`src/rtl/wb_pkg.sv`:
```
// Shared definitions for the write-back sequencer: mux source codes, FSM states
// and the source-class decode used to pick which ready input a request waits on.
package wb_pkg;

   localparam logic [3:0] WD_MDR7     = 4'd0;
   localparam logic [3:0] WD_MDR15    = 4'd1;
   localparam logic [3:0] WD_ALUOUT   = 4'd2;
   localparam logic [3:0] WD_MDR      = 4'd3;
   localparam logic [3:0] WD_HI       = 4'd4;
   localparam logic [3:0] WD_ALU      = 4'd5;
   localparam logic [3:0] WD_LO       = 4'd6;
   localparam logic [3:0] WD_REGDESL  = 4'd7;
   localparam logic [3:0] WD_SHIFTL16 = 4'd8;
   localparam logic [3:0] WD_LT       = 4'd9;

   typedef enum logic [1:0] {
      IDLE,
      WAIT_SRC,
      WRITE,
      ERR
   } wb_state_t;

   typedef enum logic [2:0] {
      CLS_MEM,
      CLS_MULDIV,
      CLS_SHIFT,
      CLS_IMM,
      CLS_ILLEGAL
   } src_class_t;

   function automatic src_class_t src_class(input logic [3:0] src);
      case (src)
         WD_MDR7, WD_MDR15, WD_MDR:              return CLS_MEM;
         WD_HI, WD_LO:                           return CLS_MULDIV;
         WD_REGDESL:                             return CLS_SHIFT;
         WD_ALUOUT, WD_ALU, WD_SHIFTL16, WD_LT:  return CLS_IMM;
         default:                                return CLS_ILLEGAL;
      endcase
   endfunction

endpackage

```
`src/rtl/wb_sequencer.sv`:
```
// Write-back sequencer: owns every register-file write and the write-data mux select.
// Latency: IMM source 1 cycle; waited source 1 cycle after its ready is seen; timeout TIMEOUT+1.
// Backpressure: one request at a time; wb_req is held by the requester until wb_ack.
module wb_sequencer
   import wb_pkg::*;
#(
   parameter int TIMEOUT = 255
) (
   input  logic       clk,
   input  logic       reset,
   input  logic       wb_req,
   input  logic [3:0] wb_src,
   input  logic [4:0] wb_dst,
   input  logic       mdr_ready,
   input  logic       muldiv_done,
   input  logic       shift_done,
   input  logic       flush,
   output logic [3:0] WriteDataCtrl,
   output logic       RegWrite,
   output logic [4:0] WriteReg,
   output logic       wb_ack,
   output logic       wb_err,
   output logic       busy
);

   localparam int CW = $clog2(TIMEOUT + 1);

   wb_state_t        state;
   logic [3:0]       src_q;
   logic [4:0]       dst_q;
   logic [CW-1:0]    cnt;
   logic             sticky;
   src_class_t       req_cls;
   logic             req_rdy;
   logic             wait_rdy;

   function automatic logic class_rdy(input src_class_t c, input logic mdr,
                                      input logic md, input logic sh);
      case (c)
         CLS_MEM:    return mdr;
         CLS_MULDIV: return md;
         CLS_SHIFT:  return sh;
         default:    return 1'b0;
      endcase
   endfunction

   // req_rdy lets a ready pulse in the acceptance cycle land in the sticky bit
   always_comb begin
      req_cls  = src_class(wb_src);
      req_rdy  = class_rdy(req_cls, mdr_ready, muldiv_done, shift_done);
      wait_rdy = class_rdy(src_class(src_q), mdr_ready, muldiv_done, shift_done);
   end

   // Outputs are loaded on the edge that enters each state, so they are pure register decodes
   always_ff @(posedge clk or negedge reset) begin
      if (!reset) begin
         state         <= IDLE;
         src_q         <= '0;
         dst_q         <= '0;
         cnt           <= '0;
         sticky        <= 1'b0;
         WriteDataCtrl <= '0;
         RegWrite      <= 1'b0;
         WriteReg      <= '0;
         wb_ack        <= 1'b0;
         wb_err        <= 1'b0;
         busy          <= 1'b0;
      end else begin
         WriteDataCtrl <= '0;
         RegWrite      <= 1'b0;
         WriteReg      <= '0;
         wb_ack        <= 1'b0;
         wb_err        <= 1'b0;
         busy          <= 1'b0;
         case (state)
            IDLE: begin
               if (wb_req) begin
                  src_q  <= wb_src;
                  dst_q  <= wb_dst;
                  cnt    <= '0;
                  sticky <= req_rdy;
                  busy   <= 1'b1;
                  case (req_cls)
                     CLS_ILLEGAL: begin
                        state  <= ERR;
                        wb_ack <= 1'b1;
                        wb_err <= 1'b1;
                     end
                     CLS_IMM: begin
                        state         <= WRITE;
                        WriteDataCtrl <= wb_src;
                        RegWrite      <= (wb_dst != 5'd0);
                        WriteReg      <= wb_dst;
                        wb_ack        <= 1'b1;
                     end
                     default: begin
                        state         <= WAIT_SRC;
                        WriteDataCtrl <= wb_src;
                     end
                  endcase
               end
            end
            WAIT_SRC: begin
               sticky <= sticky | wait_rdy;
               if (flush) begin
                  state <= IDLE;
               end else if (sticky || wait_rdy) begin
                  state         <= WRITE;
                  WriteDataCtrl <= src_q;
                  RegWrite      <= (dst_q != 5'd0);
                  WriteReg      <= dst_q;
                  wb_ack        <= 1'b1;
                  busy          <= 1'b1;
               end else if (cnt == CW'(TIMEOUT)) begin
                  state  <= ERR;
                  wb_ack <= 1'b1;
                  wb_err <= 1'b1;
                  busy   <= 1'b1;
               end else begin
                  cnt           <= cnt + CW'(1);
                  WriteDataCtrl <= src_q;
                  busy          <= 1'b1;
               end
            end
            default: begin
               state <= IDLE;
            end
         endcase
      end
   end

endmodule

```
`config.mk`:
```
export PLATFORM = sky130hd
export DESIGN_NAME = wb_sequencer
export DESIGN_NICKNAME = d
export VERILOG_FILES = /design/src/rtl/wb_pkg.sv /design/src/rtl/wb_sequencer.sv
export SDC_FILE = /design/constraint.sdc
export NUM_CORES = 1
export LEC_CHECK = 0
export BUFFER_PORTS_ARGS = -buffer_cell sky130_fd_sc_hd__buf_2
export CORE_ASPECT_RATIO = 1.1
export CORE_MARGIN = 8
export CORE_UTILIZATION = 54
export CTS_CLUSTER_DIAMETER = 60
export DETAILED_ROUTE_END_ITERATION = 10
export GPL_TIMING_DRIVEN = 1
export PLACE_DENSITY = 0.9
export SYNTH_ARGS = -nofsm -noshare
export SYNTH_HDL_FRONTEND = slang
export SYNTH_SLANG_ARGS = --single-unit
```
`constraint.sdc`:
```
create_clock -name clk -period 2.19 [get_ports clk]
set_clock_uncertainty 0.15 [all_clocks]
set_input_delay 0.1095 -clock clk [delete_from_list [all_inputs] [get_ports clk]]
set_output_delay 0.1095 -clock clk [all_outputs]
set_load 0.01 [all_outputs]
```
# Word level (Yosys, flattened, before mapping)
# Memories as Yosys holds them, arrays and structs flattened.
# Index checks and enable logic that the tools add are counted.
[op_classes]
n_reduce_logical = 12
eq_ne = 13
mux = 45
n_bitwise = 1
div_mod_pow = 0
order_cmp = 0
add_sub_neg = 1
n_shift = 0
mul = 0
[ops]
columns = ["op", "n"]
rows = [
  ["two-way mux 8 bit", 4],
  ["two-way mux 4 bit", 5],
  ["two-way mux 5 bit", 4],
  ["two-way mux 1 bit", 16],
  ["one-hot mux 8 bit (2 select lines)", 1],
  ["one-hot mux 1 bit (2 select lines)", 5],
  ["one-hot mux 5 bit (2 select lines)", 1],
  ["nonzero test 5 bit", 2],
  ["equality test 3 x 2 -> 1 bit (second input constant)", 3],
  ["adder 8 x 1 -> 8 bit (second input constant)", 1],
  ["equality test 8 bit (second input constant)", 1],
  ["two-way mux 2 bit", 4],
  ["inequality test 2 bit (second input constant)", 4],
  ["one-hot mux 2 bit (2 select lines)", 2],
  ["one-hot mux 4 bit (2 select lines)", 1],
  ["equality test 3 x 1 -> 1 bit (second input constant)", 2],
  ["zero test 3 bit", 2],
  ["one-hot mux 1 bit (3 select lines)", 2],
  ["AND reduction 2 bit", 3],
  ["AND reduction 5 bit", 1],
  ["inequality test 4 bit (second input constant)", 1],
  ["equality test 3 bit (second input constant)", 1],
  ["equality test 2 x 1 -> 1 bit (second input constant)", 1],
  ["zero test 2 bit", 1],
  ["4 further kinds", 4],
]
[totals]
inputBits = 16
latch_bits = 0
register_bits = 33
out_inout_bits = 13
memories = 2
mem_bits_ro = 96
ram_bits = 0
[memory_table]
columns = ["memory", "words", "word_bits", "read_ports", "rd_clocked_by_memory_dff", "write_ports", "line_no", "rtl"]
rows = [
  ["(no name shown)", 16, 3, 1, 0, 0, "wb_pkg.sv:32", "case (src)"],
  ["(no name shown)", 16, 3, 1, 0, 0, "wb_pkg.sv:32", ""],
]

# Longest topological paths before layout
# An unclocked memory read counts as a cell.
[logic_depth]
depth_word = 7
mapped_depth = 6
ltp_nobuf = 6

# Worst setup path after synthesis
# No wires, ideal clock.
[synth_path]
path_kind = "reg-to-reg"
from = "reg cnt[0]"
to = "reg cnt[3]"
path_buffers = 0
slack_ns = 0.386
t_arrival_ns = 1.576
path_stages_with_launch = 7
setup_ns = 0.078
synth_period_minus_slack_ns = 1.804
cell_sequence = "dfrtp_1 -> ha_1 -> and2_1 -> nand3_1 -> nand2b_4 -> or4_1 -> a21oi_1"
[synth_between]
elab_chain_len = 5
elab_cells_between_ends = 8
cone_classes = "1 x add/sub; 2 x eq/ne; 4 x mux; 1 x reduce/logical"
[synth_rtl]
columns = ["element", "line_no", "rtl"]
rows = [
  ["start, declared", "wb_sequencer.sv:31", "logic [CW-1:0] cnt;"],
  ["start signal, assigned", "wb_sequencer.sv:120", "cnt <= cnt + CW'(1);"],
  ["adder 8 x 1 -> 8 bit", "wb_sequencer.sv:120", ""],
  ["two-way mux 8 bit", "wb_sequencer.sv:114", "end else if (cnt == CW'(TIMEOUT)) begin"],
  ["two-way mux 8 bit", "wb_sequencer.sv:107", "end else if (sticky || wait_rdy) begin"],
  ["two-way mux 8 bit", "wb_sequencer.sv:105", "if (flush) begin"],
  ["one-hot mux 8 bit (2 select lines)", "wb_sequencer.sv:75", "case (state)"],
]
# Several ways; a longest one is shown, not always the timed one. The select of a mux whose other input is x is not followed.
# A chain may end at the register's enable or synchronous reset.

# Worst setup path after layout
# Same ends and word-level chain as after synthesis.

==> flow_summary.json <==
{
  "multi_input_area_um2": 738,
  "tightest_slew_ns": 0.697,
  "met1_usage_pct": 18.8,
  "cts_root_buffer": "clkbuf_4",
  "rsz0062_at_grt": "no",
  "max_freq_mhz": 514,
  "top_usage_layer": "met2",
  "finalCriticalPeriod_ns": 1.94,
  "dr.first_iter.drc_count": 76,
  "syn-mean-instance-area_um2": 9.99,
  "placementRows": 20,
  "io_pins": 29,
  "grt_max_degree": 34,
  "whs_endpoint": "sticky$_DFFE_PN0P_",
  "drc_errors": 0,
  "layout_worst_path_cycle_share_pct": 88.8,
  "stdcell_count": 235,
  "setup_viol": 0,
  "antenna_found_initial": 0,
  "cts.sinks": 33,
  "fillers": 211,
  "wl_um": 3610,
  "cts-resized-gates": 0,
  "synth.area.top_cells": "dfrtp_1, nand2_1, a22o_1",
  "worstHoldPathCells": 5,
  "syn_area_um2": 1600,
  "clk_path_buf_depth": 2,
  "r2r-end": "cnt[3]$_DFFE_PN0P_",
  "vias": 1361,
  "critical_path_required_ns": 2.30,
  "ir_worst_vdd_mv": 0.556,
  "synth_cell_types": 39,
  "cp-end-kind": "flop",
  "synth_seq_cells": 33,
  "powerDensity_nw_per_um2": 905,
  "cap_violations": 0,
  "layout.nets": 219,
  "reg2reg_depth": 6,
  "finalPower_uw": 1750,
  "path_class": "flop to flop",
  "met3_usage_pct": 5.07,
  "initial_core_util_pct": 57.1,
  "htreeDepth": 2,
  "regArea_um2": 826,
  "synth_area_leader_cell": "dfrtp_1",
  "r2r-start": "cnt[0]$_DFFE_PN0P_",
  "yosys_warnings": 0,
  "report.final.hold_viol_count": 0,
  "overflow": 0,
  "grt_usage_pct": 15.7,
  "diodes": 0,
  "drtAntennaViolNets": 0,
  "synth_nets": 177,
  "coreArea_um2": 2800,
  "ff2ff_setup_slack_ns": 0.25,
  "clock_latency_ns": 0.33,
  "area_growth_pct": 20.7,
  "avgViaCountPerCell": 5.79,
  "setup_tns_ns": 0,
  "critical_path.max_fanout": 7,
  "die_h_um": 73.1,
  "synth_ff_type": "dfrtp_1",
  "cts_tree": "done",
  "synth_top_cell_area_share_pct": 51.6,
  "grt_pass1_vias": 1383,
  "synth_common_cells": "nand2_1, dfrtp_1, nor2_1",
  "drive_gt1_share_pct": 22.3,
  "synth_edf_count": 0,
  "dr.pass1.iters": 4,
  "holdCritPathClass": "input port to flop",
  "dp_hpwl_um": 2570,
  "die_area_um2": 4960,
  "synth.most_common_cell": "nand2_1",
  "post-place-ws_ns": 0.267,
  "place_inst": 217,
  "grt.met2_usage_pct": 24.6,
  "syn-instance-count": 160,
  "p_leak_uw": 0.000953,
  "cts_made_buffers": 5,
  "grt_pass1_wl_um": 6070,
  "async_flop_share_pct": 100,
  "worstHoldStart": "mdr_ready",
  "outcome": "finished, final reports clean",
  "slew_viol_final": 0,
  "ys_seq_area_share_pct": 51.6,
  "path_clk_slew_ns": 0.09,
  "hold_slack_ns": 0.0844,
  "arrival_ns": 2.05,
  "die_w_um": 67.9,
  "wl_per_cell_um": 15.3,
  "startpoint_type": "flop",
  "slew_headroom_pct": 53.5,
  "globalplace.congestion": 0.942,
  "setup_ws_ns": 0.245,
  "port_buffers": 28
}
==> critical path, cell delays in order (launching register included) <==
cell	delay (ns)
dfrtp_1	0.43
ha_1	0.23
and2_1	0.19
nand3_1	0.15
nand2b_4	0.09
or4_1	0.48
a21oi_1	0.15
==> repair_timing <==
item,4_1_cts,5_1_grt
buffers inserted,0,0
hold buffers,11,0
endpoints found under the hold margin,53,0
==> how the worst max path moves through the flow <==
stage                       startpoint                  to  slack, ns  cells after the start
detailed placement  cnt[0]$_DFFE_PN0P_  cnt[6]$_DFFE_PN0P_       0.27                      6
floorplan           cnt[0]$_DFFE_PN0P_  cnt[3]$_DFFE_PN0P_       0.39                      6
CTS                 cnt[0]$_DFFE_PN0P_  cnt[6]$_DFFE_PN0P_       0.25                      6
global placement    cnt[0]$_DFFE_PN0P_  cnt[6]$_DFFE_PN0P_       0.35                      6
global route        cnt[0]$_DFFE_PN0P_  cnt[4]$_DFFE_PN0P_       0.14                      6
finish              cnt[0]$_DFFE_PN0P_  cnt[3]$_DFFE_PN0P_       0.25                      6
==> per-layer routing <==
layer | vias up | share of wire, %
li1 | 665 | -
met1 | 638 | 43
met2 | 50 | 47
met3 | 8 | 8.2
met4 | 0 | 1.9
met5 | - | 0
==> layout by cell type, fill, tap and decap left out, types with 2 or more instances in the layout <==
cell,n
nand4b_1,2
a32o_1,2
nand4_1,4
a21oi_1,5
o31ai_1,2
or4_1,2
mux2i_1,3
nand2b_4,2
and4_1,2
clkbuf_4,5
dlygate4sd3_1,11
nand3_1,5
buf_2,28
and2_1,2
o22ai_1,2
nor3_1,5
o21ai_0,6
dfrtp_1,33
a22o_1,8
o211ai_1,2
nand2b_1,4
buf_4,2
nand2_1,38
nor2_1,9
==> cell type report <==
type | count | area share, %
multi-input combinational | 120 | 38.3
sequential | 33 | 42.8
inverter | 1 | 0.195
tap | 33 | 2.14
clock buffer | 7 | 2.85
timing repair buffer | 41 | 13.7
==> power breakdown <==
group	switching, uW	internal, uW
Clock	191	151
Sequential	101	735
Combinational	337	230
==> per-stage QoR <==
stage	util, %	instance area [um2]
after floorplan	-	1600
after global placement	62.9	1760
after detailed placement	62.9	1760
after CTS	68.8	1930
after global routing	68.8	1930
final	68.8	1930
==> registers in the layout, indices dropped and copies added, names as in the netlist, 2 cells and up <==
| name | cells |
|---|---|
| state | 2 |
| dst_q | 5 |
| WriteDataCtrl | 4 |
| src_q | 4 |
| cnt | 8 |
| WriteReg | 5 |
==> cell families (layout without fill, tap and decap cells) <==
group	after synthesis	after routing	synth area share, %
DFF	33	33	51.6
and+or+nand+nor	81	81	26.1
buffers and inverters	7	49	2.19
muxes	4	4	2.58
AOI/OAI and AO/OA	34	34	16.7
adders and majority gates	1	1	0.782
Note: power is estimated with default switching activity, not from simulation.
